$ cat config.mk
export PLATFORM = sky130hd
export DESIGN_NAME = selftest_harness
export DESIGN_NICKNAME = d
export VERILOG_FILES = /design/src/rtl/selftest_harness_pkg.sv /design/src/rtl/harness_scratch_ram.sv /design/src/rtl/selftest_harness.sv
export SDC_FILE = /design/constraint.sdc
export NUM_CORES = 1
export LEC_CHECK = 0
export CORE_ASPECT_RATIO = 0.75
export CORE_MARGIN = 4
export CORE_UTILIZATION = 25
export DETAILED_ROUTE_END_ITERATION = 7
export REMOVE_ABC_BUFFERS = 1
export SYNTH_ARGS = -nofsm -noshare
export SYNTH_HDL_FRONTEND = slang
export SYNTH_SLANG_ARGS = --single-unit
$ cat constraint.sdc
create_clock -name clock -period 4 [get_ports clock]
set_input_delay 0.8 -clock clock [delete_from_list [all_inputs] [get_ports clock]]
set_output_delay 0.8 -clock clock [all_outputs]
set_load 0.005 [all_outputs]
$ cat src/rtl/selftest_harness_pkg.sv
// Shared types and constants for the scratch-RAM self-test harness:
// FSM state encoding, LFSR taps/seed and the LFSR step function.
package selftest_harness_pkg;

  typedef enum logic [2:0] {
    WRITE = 3'd0,
    READ  = 3'd1,
    DRAIN = 3'd2,
    DONE  = 3'd3,
    FAIL  = 3'd4
  } state_t;

  localparam logic [31:0] LFSR_TAPS    = 32'h8020_0003;
  localparam logic [31:0] DEFAULT_SEED = 32'hACE1_2024;

  // Right-shifting Galois LFSR: feed the shifted-out bit back through the taps.
  function automatic logic [31:0] lfsr_step(input logic [31:0] l);
    return (l >> 1) ^ (l[0] ? LFSR_TAPS : 32'h0);
  endfunction

endpackage

$ cat src/rtl/harness_scratch_ram.sv
// Parameterised scratch RAM: one write port, one synchronous read port
// with a single cycle of latency. Contents are not reset.
module harness_scratch_ram #(
  parameter int ADDR_W = 4,
  parameter int DATA_W = 32
) (
  input  logic              clock,
  input  logic              wr_en,
  input  logic [ADDR_W-1:0] wr_addr,
  input  logic [DATA_W-1:0] wr_data,
  input  logic              rd_en,
  input  logic [ADDR_W-1:0] rd_addr,
  output logic [DATA_W-1:0] rd_data
);

  logic [DATA_W-1:0] mem [2**ADDR_W];

  always_ff @(posedge clock) begin
    if (wr_en) mem[wr_addr] <= wr_data;
    if (rd_en) rd_data <= mem[rd_addr];
  end

endmodule

$ cat src/rtl/selftest_harness.sv
// Self-checking harness: fills a scratch RAM with an LFSR pattern, reads it
// back, compares every word and raises a sticky io_success on a clean pass.
module selftest_harness
  import selftest_harness_pkg::*;
#(
  parameter int          ADDR_W     = 4,
  parameter logic [31:0] SEED       = DEFAULT_SEED,
  parameter int          FAULT_ADDR = -1
) (
  input  logic clock,
  input  logic reset,
  output logic io_success
);

  localparam int                DEPTH     = 2**ADDR_W;
  localparam logic [31:0]       SEED_EFF  = (SEED == 32'h0) ? 32'h1 : SEED;
  localparam logic [ADDR_W-1:0] LAST_IDX  = ADDR_W'(DEPTH - 1);
  localparam bit                FAULT_EN  = (FAULT_ADDR >= 0) && (FAULT_ADDR < DEPTH);
  localparam logic [ADDR_W-1:0] FAULT_IDX = FAULT_EN ? ADDR_W'(FAULT_ADDR) : '0;

  state_t            state;
  state_t            state_next;
  logic [ADDR_W-1:0] idx;
  logic [31:0]       lfsr;
  logic [31:0]       exp_word;
  logic              rd_valid;
  logic [31:0]       rd_data;
  logic [31:0]       wr_data;
  logic              fault_hit;
  logic              mismatch;
  logic              last_idx;

  assign last_idx  = (idx == LAST_IDX);
  assign fault_hit = FAULT_EN && (idx == FAULT_IDX);
  assign wr_data   = lfsr ^ {31'b0, fault_hit};
  // rd_data belongs to the read issued last cycle; exp_word was latched with it.
  assign mismatch  = rd_valid && (rd_data != exp_word);

  harness_scratch_ram #(
    .ADDR_W (ADDR_W),
    .DATA_W (32)
  ) u_ram (
    .clock   (clock),
    .wr_en   (state == WRITE),
    .wr_addr (idx),
    .wr_data (wr_data),
    .rd_en   (state == READ),
    .rd_addr (idx),
    .rd_data (rd_data)
  );

  always_comb begin
    state_next = state;
    case (state)
      WRITE:   if (last_idx) state_next = READ;
      READ:    if (last_idx) state_next = DRAIN;
      DRAIN:   state_next = DONE;
      default: state_next = state;
    endcase
    if (mismatch) state_next = FAIL;
  end

  always_ff @(posedge clock) begin
    if (!reset) begin
      state      <= WRITE;
      idx        <= '0;
      lfsr       <= SEED_EFF;
      exp_word   <= '0;
      rd_valid   <= 1'b0;
      io_success <= 1'b0;
    end else begin
      state      <= state_next;
      // Registered from the next state so success appears on the DONE edge itself.
      io_success <= (state_next == DONE);
      rd_valid   <= (state == READ);
      case (state)
        WRITE: begin
          if (last_idx) begin
            idx  <= '0;
            lfsr <= SEED_EFF;
          end else begin
            idx  <= idx + 1'b1;
            lfsr <= lfsr_step(lfsr);
          end
        end
        READ: begin
          exp_word <= lfsr;
          lfsr     <= lfsr_step(lfsr);
          idx      <= last_idx ? '0 : idx + 1'b1;
        end
        default: begin
          idx  <= idx;
          lfsr <= lfsr;
        end
      endcase
    end
  end

endmodule

==> results of run 1 <==
cell usage in the layout, fill, tap and decap left out, types with 5 or more instances in the layout:
cell type,n
sky130_fd_sc_hd__clkbuf_16,57
sky130_fd_sc_hd__o22ai_1,10
sky130_fd_sc_hd__a22oi_1,20
sky130_fd_sc_hd__mux4_2,160
sky130_fd_sc_hd__clkinv_2,5
sky130_fd_sc_hd__dfxtp_1,69
sky130_fd_sc_hd__buf_4,32
sky130_fd_sc_hd__a21oi_1,35
sky130_fd_sc_hd__clkbuf_8,5
sky130_fd_sc_hd__buf_12,5
sky130_fd_sc_hd__nand2_1,84
sky130_fd_sc_hd__xnor2_1,32
sky130_fd_sc_hd__bufinv_16,7
sky130_fd_sc_hd__clkbuf_1,22
sky130_fd_sc_hd__nand4_1,8
sky130_fd_sc_hd__nor2_1,32
sky130_fd_sc_hd__nor2_4,16
sky130_fd_sc_hd__edfxtp_1,544
per-layer routing:
| metal | wire (um) | up-vias | global-route usage (%) |
|---|---|---|---|
| met1 | 24110 | 5961 | 15.92 |
| met2 | 23180 | 379 | 15.59 |
| li1 | - | 4605 | - |
| met5 | 0 | - | 0 |
| met3 | 3737 | 71 | 1.960 |
| met4 | 846 | 0 | 2.192 |
synth_stat cells (all sizes together) (4+ instances only):
master	instances	area, um2
a21oi	35	175.2
a22oi	20	150.1
buf	25	187.7
clkbuf	34	127.6
dfxtp	73	1461
edfxtp	544	16340
ha	4	50.05
inv	5	18.77
mux4	160	3603
nand2	84	315.3
nand4	8	50.05
nor2	49	183.9
o21ai	4	20.02
o22ai	10	62.56
xnor2	32	280.3
final cells by class:
type / instances / area, um2
Inverter: 5 / 18.77
Sequential cell: 617 / 17810
Multi-Input combinational cell: 426 / 5156
Fill cell: 8798 / 64860
Antenna cell: 1 / 2.502
Tap cell: 1225 / 1533
Clock inverter: 23 / 331.6
Timing Repair Buffer: 39 / 360.3
Clock buffer: 84 / 1578
final timing paths:
check / endpoint / depth (start not counted) / slack (ns) / start
worst min-delay path: exp_word[24] / 2 / 0.47 / exp_word[24]
worst max register to register: u_ram.mem[14][13] / 3 / 1.27 / idx[3]
worst min register to register: exp_word[24] / 2 / 0.47 / exp_word[24]
worst max-delay path: u_ram.mem[14][13] / 3 / 1.27 / idx[3]
sequential cells by signal, indices dropped and copies added, names as in the netlist:
signal and cells:
u_ram.mem 512, exp_word 32, lfsr 32, u_ram.rd_data 32
idx 4, state 3, io_success 1, rd_valid 1
worst max-delay path, cell delays in order, from the launching register on:
cell	delay (ns)
sky130_fd_sc_hd__dfxtp_4	0.98
sky130_fd_sc_hd__nand3b_1	0.50
sky130_fd_sc_hd__nor2_4	0.67
sky130_fd_sc_hd__buf_12	0.26
metrics by stage:
| step | hold WS [ns] | area (um2) | utilization (%) | TNS, ns |
|---|---|---|---|---|
| finish | 0.4661 | 26790 | 29.23 | 0 |
| global route | 0.4841 | 26790 | 29.23 | 0 |
| CTS | 0.4678 | 26790 | 29.23 | 0 |
| detailed placement | 0.4593 | 24880 | 27.14 | 0 |
| global placement | 0.4537 | 24880 | 27.14 | 0 |
| floorplan | 0.4488 | 22850 | - | -1806.67 |
report_power, final:
| group | leakage [nW] | total [mW] | internal, mW | switching, mW |
|---|---|---|---|---|
| combinational | 1.54 | 0.713 | 0.353 | 0.360 |
| sequential | 5.58 | 7.37 | 7.20 | 0.170 |
| clock | 0.920 | 5.52 | 3.20 | 2.32 |
| total | 8.04 | 13.6 | 10.8 | 2.85 |
kinds of logic (layout without fill, tap and decap cells):
kind of cell	after synthesis	in the layout	share of synthesized area (%)
muxes	160	160	15.56
and+or+nand+nor	153	153	2.701
AOI/OAI and AO/OA	74	74	1.934
DFF	617	617	76.83
buffers and inverters	64	151	1.442
other	0	1	0
xor gates and xnor gates	35	35	1.323
adders and majority gates	4	4	0.2161
==> run summary, run 1 <==
The run finished with clean final reports. The placeable core region is 0.09165 mm2. Summing every instance area after synthesis gives roughly 0.023 mm2. Entering global routing, the biggest net connects ~90 pins.

The measured slew at the worst slew-check pin came out at ~1.1 ns. The critical path endpoint category is a flip-flop. The highest attainable clock frequency came out at between 300 and 400 MHz.

Setup violations remaining at the end of the flow were counted as 0. Summed over all nets, the half-perimeter wirelength after detailed placement is between 20,000 and 30,000 um. The total number of vias is roughly 11k. The wire length of the first global-routing pass came out at about 77,000 um. The area enclosed by the die boundary is roughly 0.1 mm2.

After the flow finishes, the layout carries non-filler instances totaling ~2.4k. STA classifies the critical path startpoint as a flip-flop. The peak ir drop on the vdd network is between 0.3 and 0.4 mV. The number of global-route vias before repair is around 11k. On the final layout, the worst clock skew is approximately 0.025 ns. The deepest level of the CTS H-tree came out at 2.

The initial antenna violation count is 2. The total wire length after detailed routing came out at 51,870 um. In this run the core area contains 96 standard-cell rows. The mean number of vias per cell came out at 4.552. The critical path in this run is classified as reg -> reg. The number of buffers inserted by port buffering came out at 2.

The count of final hold-check violations came out at 0. The count of mapped cells out of synthesis came out at 1,107. Once routing completed, OpenROAD measured the worst setup slack at between 1 and 1.5 ns. The leakage dissipation is about 8 nW. Setup repair after global routing left no endpoint under its margin.

Gates resized during post-CTS repair numbered 0. After clock tree synthesis, the setup repair step added 0 buffers. The most used flip-flop cell after synthesis is sky130_fd_sc_hd__edfxtp_1. The average instance area after synthesis came out at about 21 um2.

The critical path arrival came out at ~3.0 ns. After synthesis, the netlist uses 32 different library cells. The routed wirelength normalized by instance count is 21.43 um. After clock tree synthesis, the clock-pin slew on the worst setup and hold paths is approximately 0.060 ns. The number of warnings issued by yosys came out at 0. The largest fanout of any net on the critical path is 39.

The post-synthesis to final-layout area growth is 15.65%. CTS placed an instance of sky130_fd_sc_hd__clkbuf_16 at the clock tree root. The clock period could shrink to ~2.7 ns. After global routing the overflow that remains totals 0. The share of final-layout standard cells stronger than drive strength 1 is 25.54%. 3 I/O pins were placed. TritonCTS built the clock tree. Measured along the x axis, the die boundary spans ~360 um. Clock latency on the worst-skew pair, taken at its later pin, is roughly 0.62 ns. In this run, synthesis produced a sequential element count of approximately 620.

The share of synthesized registers carrying an async set or reset is 0%. Data on the critical path is required at its endpoint by roughly 4.3 ns. The number of clock buffers added by TritonCTS is between 50 and 60. The initial core utilization is 25.28%. The all-layer global routing usage is 10.47%. The count of antenna-violating nets left after detailed routing came out at 0. The final-report max-slew violation count is 0. The number of placed instances, taps included, is roughly 2.3k. After the last flow step, the layout net total stands at 1,152. The number of flops mapped to enable cells by yosys came out at about 540. The clock passes through at most 3 buffers. In this run the tightest slew margin relative to its limit is between 20% and 30%. The worst hold path belongs to the class reg -> reg. The number of max-cap violations came out at 0. The starting DRC count in detailed routing is 1,084. Timing analysis after detailed placement gives a worst setup slack of 1.175 ns. The final worst-path cycle share is between 60% and 70%. From bottom edge to top edge, the die measures 271.6 um.

The hold buffer count at cts is 0. The pre-antenna-repair detailed-routing pass consisted of 5 iterations. Power spread over the standard cell area amounts to ~510 mW/mm2. The count of unresolved DRC violations after routing is 0. The sequential share of the synthesized area is between 70% and 80%.

The design draws 13.61 mW. At the end of routability-driven placement, the weighted congestion stood at between 0.7 and 0.8. The number of clock sinks seen by CTS is approximately 600.
(Power assumes the default switching activity.)
==> run 2: changes to the inputs <==
==> constraint.sdc (replaced) <==
create_clock -name clock -period 2.7 [get_ports clock]
set_input_delay 0.54 -clock clock [delete_from_list [all_inputs] [get_ports clock]]
set_output_delay 0.54 -clock clock [all_outputs]
set_load 0.005 [all_outputs]
==> run 2 against run 1 <==
- sequential power grew 48%
- combinational power grew 61%
- register-to-register slack lost 1.1 ns
- final cell count grew 0.74%
- critical path depth grew 3
- critical path type unchanged
- total power grew 43%
- worst setup slack lost 1.1 ns
- sequential share of layout area shrank 0.17 points
- core utilization grew 0.076 points
- largest cell class unchanged
- die area is the same
- wire length grew 0.63%
- largest power group unchanged
==> run summary, run 2 (synthesis gave the netlist of run 1 again) <==
The starting DRC count in detailed routing came out at 1,125 (was 1,084). The minimum setup slack in the final design came to 0.1374 ns (was 1.271 ns). The number of search-and-repair iterations in the first detailed-routing pass came out at 5 (unchanged).

The top-level port count came out at 3 (unchanged). The TritonCTS clock tree is done (unchanged). The hold buffer count at cts came out at 0 (unchanged). The cell count after placement was 2,339 (was 2,312). The storage element area came out at 0.01781 mm2 (unchanged). The post-cts resize count is 0 (unchanged).

The flip-flop count of the largest register after layout is 512 (unchanged). The post-CTS repair timing setup buffer count is 0 (unchanged). The deepest level of the CTS H-tree is 2 (unchanged). The pin count of the biggest net entering global routing is 66 (was 89). The final-report max-slew violation count is 0 (unchanged). The post-route minimum period came to 2.563 ns (was 2.729 ns). The data required time of the worst path came out at 3.21 ns (was 4.30 ns). The post-synthesis to final-layout area growth was 15.95% (was 15.65%). The cell area after layout is 0.02686 mm2 (was 0.02679 mm2). The headroom to the max-slew limit is 13.06% (was 25.33%). The number of buffers between clock root and the deepest sink came out at 3 (unchanged). The total wire length after detailed routing came out at 52,200 um (was 51,870 um). The count of buffer and inverter cells on the critical path came out at 1 (unchanged). The number of nets at the end of the flow was 1,175 (was 1,152). The routed wirelength normalized by instance count came to 21.41 um (was 21.43 um). The number of clock sinks seen by CTS came to 617 (unchanged). The critical path arrival came out at 3.08 ns (was 3.03 ns). The leakage dissipation is 8.105 nW (was 8.042 nW). The width of the die was 359.5 um (unchanged). The count of unresolved DRC violations after routing is 0 (unchanged). Result of the run: finished clean (unchanged). The share of final-layout standard cells stronger than drive strength 1 came out at 26.71% (was 25.54%). The number of buffers inserted by port buffering came out at 2 (unchanged).

The peak ir drop on the vdd network came out at 0.5360 mV (was 0.3182 mV). The critical path endpoint category was a flip-flop (unchanged). The number of global-route vias before repair came out at 11.15k (was 11.02k).

The number of max-cap violations is 0 (unchanged). Cells traversed along the worst timing path: xnor2_1 -> nand4_1 -> nor4_1 -> a21boi_1 -> nor4_1 -> buf_4 (was nand3b_1 -> nor2_4 -> buf_12). The post-placement cell area is 0.02519 mm2 (was 0.02488 mm2). The critical path's top delay family is simple AND/OR/NAND/NOR gates (unchanged). The power per cell area is 722.8 mW/mm2 (was 508.1 mW/mm2). The post-detailed-placement half-perimeter wirelength is 29,360 um (was 28,050 um).

The largest stage delay on the critical path is 0.58 ns (was 0.98 ns). The all-layer global routing usage is 10.49% (was 10.47%). The wire length of the first global-routing pass is 77,160 um (was 76,740 um). Highest-count cells in the layout ignoring fill and taps: 544 x sky130_fd_sc_hd__edfxtp_1, 160 x sky130_fd_sc_hd__mux4_2, 84 x sky130_fd_sc_hd__nand2_1 (unchanged). The die boundary height is 271.6 um (unchanged).

The antenna diode count was 0 (was 1). The area enclosed by the die boundary came out at 0.09764 mm2 (unchanged). The setup-violating endpoint count in the final report was 0 (unchanged). The register clock-pin slew on the reported worst setup and hold paths came to 0.07 ns (was 0.06 ns). The measured slew at the worst slew-check pin is 1.301 ns (was 1.119 ns). The count of final hold-check violations came out at 0 (unchanged). By instance count, the cell type seen most on the critical path is sky130_fd_sc_hd__nor4_1. The highest attainable clock frequency was 390.2 MHz (was 366.5 MHz). The total number of vias was 11.05k (was 11.02k). The number of filler instances in the final layout was 8,801 (was 8,798).

The master cell of the clock root buffer is sky130_fd_sc_hd__clkbuf_16 (unchanged). The area of the multi-input gates was 0.005156 mm2 (unchanged). The type of the tightest min-delay check is reg -> reg (unchanged). The setup slack after placement came to 0.1921 ns (was 1.175 ns). The final worst clock skew came out at 0.02972 ns (was 0.02463 ns). The category of the critical setup timing path is reg -> reg (unchanged). The type of origin of the critical path is a flip-flop (unchanged).

The initial core utilization is 25.28% (unchanged). The count of antenna-violating nets left after detailed routing came out at 0 (unchanged). The final RePlAce weighted congestion is 0.7644 (was 0.7415). The final global-route overflow total is 0 (unchanged).

The cell with the biggest individual delay on the critical path is sky130_fd_sc_hd__nor4_1 (was sky130_fd_sc_hd__dfxtp_4). The final worst-path cycle share is 94.91% (was 68.22%). Setup repair after global routing missed its margin: no (unchanged). The initial antenna violation count is 1 (was 2). The register bank with the most flops is u_ram.mem (unchanged). The final cell count without fillers came out at 2,438 (was 2,420). The mean number of vias per cell came to 4.532 (was 4.552).

The largest fanout of any net on the critical path came to 4 (was 39). The placeable core region is 0.09165 mm2 (unchanged). The row count came out at 96 (unchanged). The clock latency at the later pin of the worst-skew pair came out at 0.60 ns (was 0.62 ns). The most common cell after layout, fill and taps aside is sky130_fd_sc_hd__edfxtp_1 (unchanged). The number of buffers added by the clock tree synthesis step was 53 (was 57).
run 2: worst min-delay path: stages, from the launching register on:
cell                      delay [ns]
sky130_fd_sc_hd__dfxtp_1        0.32
sky130_fd_sc_hd__nand2_1        0.05
sky130_fd_sc_hd__a21oi_1        0.05
run 2: path summary, 6_finish.rpt:
kind	start	to	slack [ns]	cells past startpoint
setup reg to reg	u_ram.rd_data[30]	io_success	0.14	6
hold / removal	exp_word[19]	exp_word[19]	0.47	2
setup / recovery	u_ram.rd_data[30]	io_success	0.14	6
hold reg to reg	exp_word[19]	exp_word[19]	0.47	2
run 2: area by class of cell:
type                    instances  share of cell area (%)
flip-flops and latches        617                   66.31
multi-input cells             426                   19.20
clock buffers                  80                   5.734
well taps                    1225                   5.706
repair buffers                 66                   2.515
clock inverters                19                  0.4705
inverters                       5                 0.06987
run 2: power by group:
part / leakage (nW) / internal, mW / total [mW] / switching (mW)
sequential: 5.58 / 10.7 / 10.9 / 0.221
combinational: 1.71 / 0.565 / 1.15 / 0.581
clock: 0.819 / 4.04 / 7.38 / 3.34
run 2: routing by layer:
metal	up-vias	wire length [um]	track usage [%]	share of wire (%)
li1	4628	-	-	-
met1	5970	25050	16.19	48
met2	380	22780	15.24	44
met3	70	3531	2.145	6.8
met4	2	818	2.023	1.6
met5	-	13	0	0.025
run 2: stage by stage:
step | setup TNS, ns | total power, mW | utilization, % | hold slack [ns]
after floorplan | -2573.40 | 11.88 | - | 0.4488
after global placement | 0 | 12.24 | 27.49 | 0.4540
after detailed placement | 0 | 12.26 | 27.49 | 0.4589
after CTS | 0 | 19.61 | 29.31 | 0.4676
after global routing | 0 | 20.13 | 29.31 | 0.4833
final | 0 | 19.41 | 29.31 | 0.4662
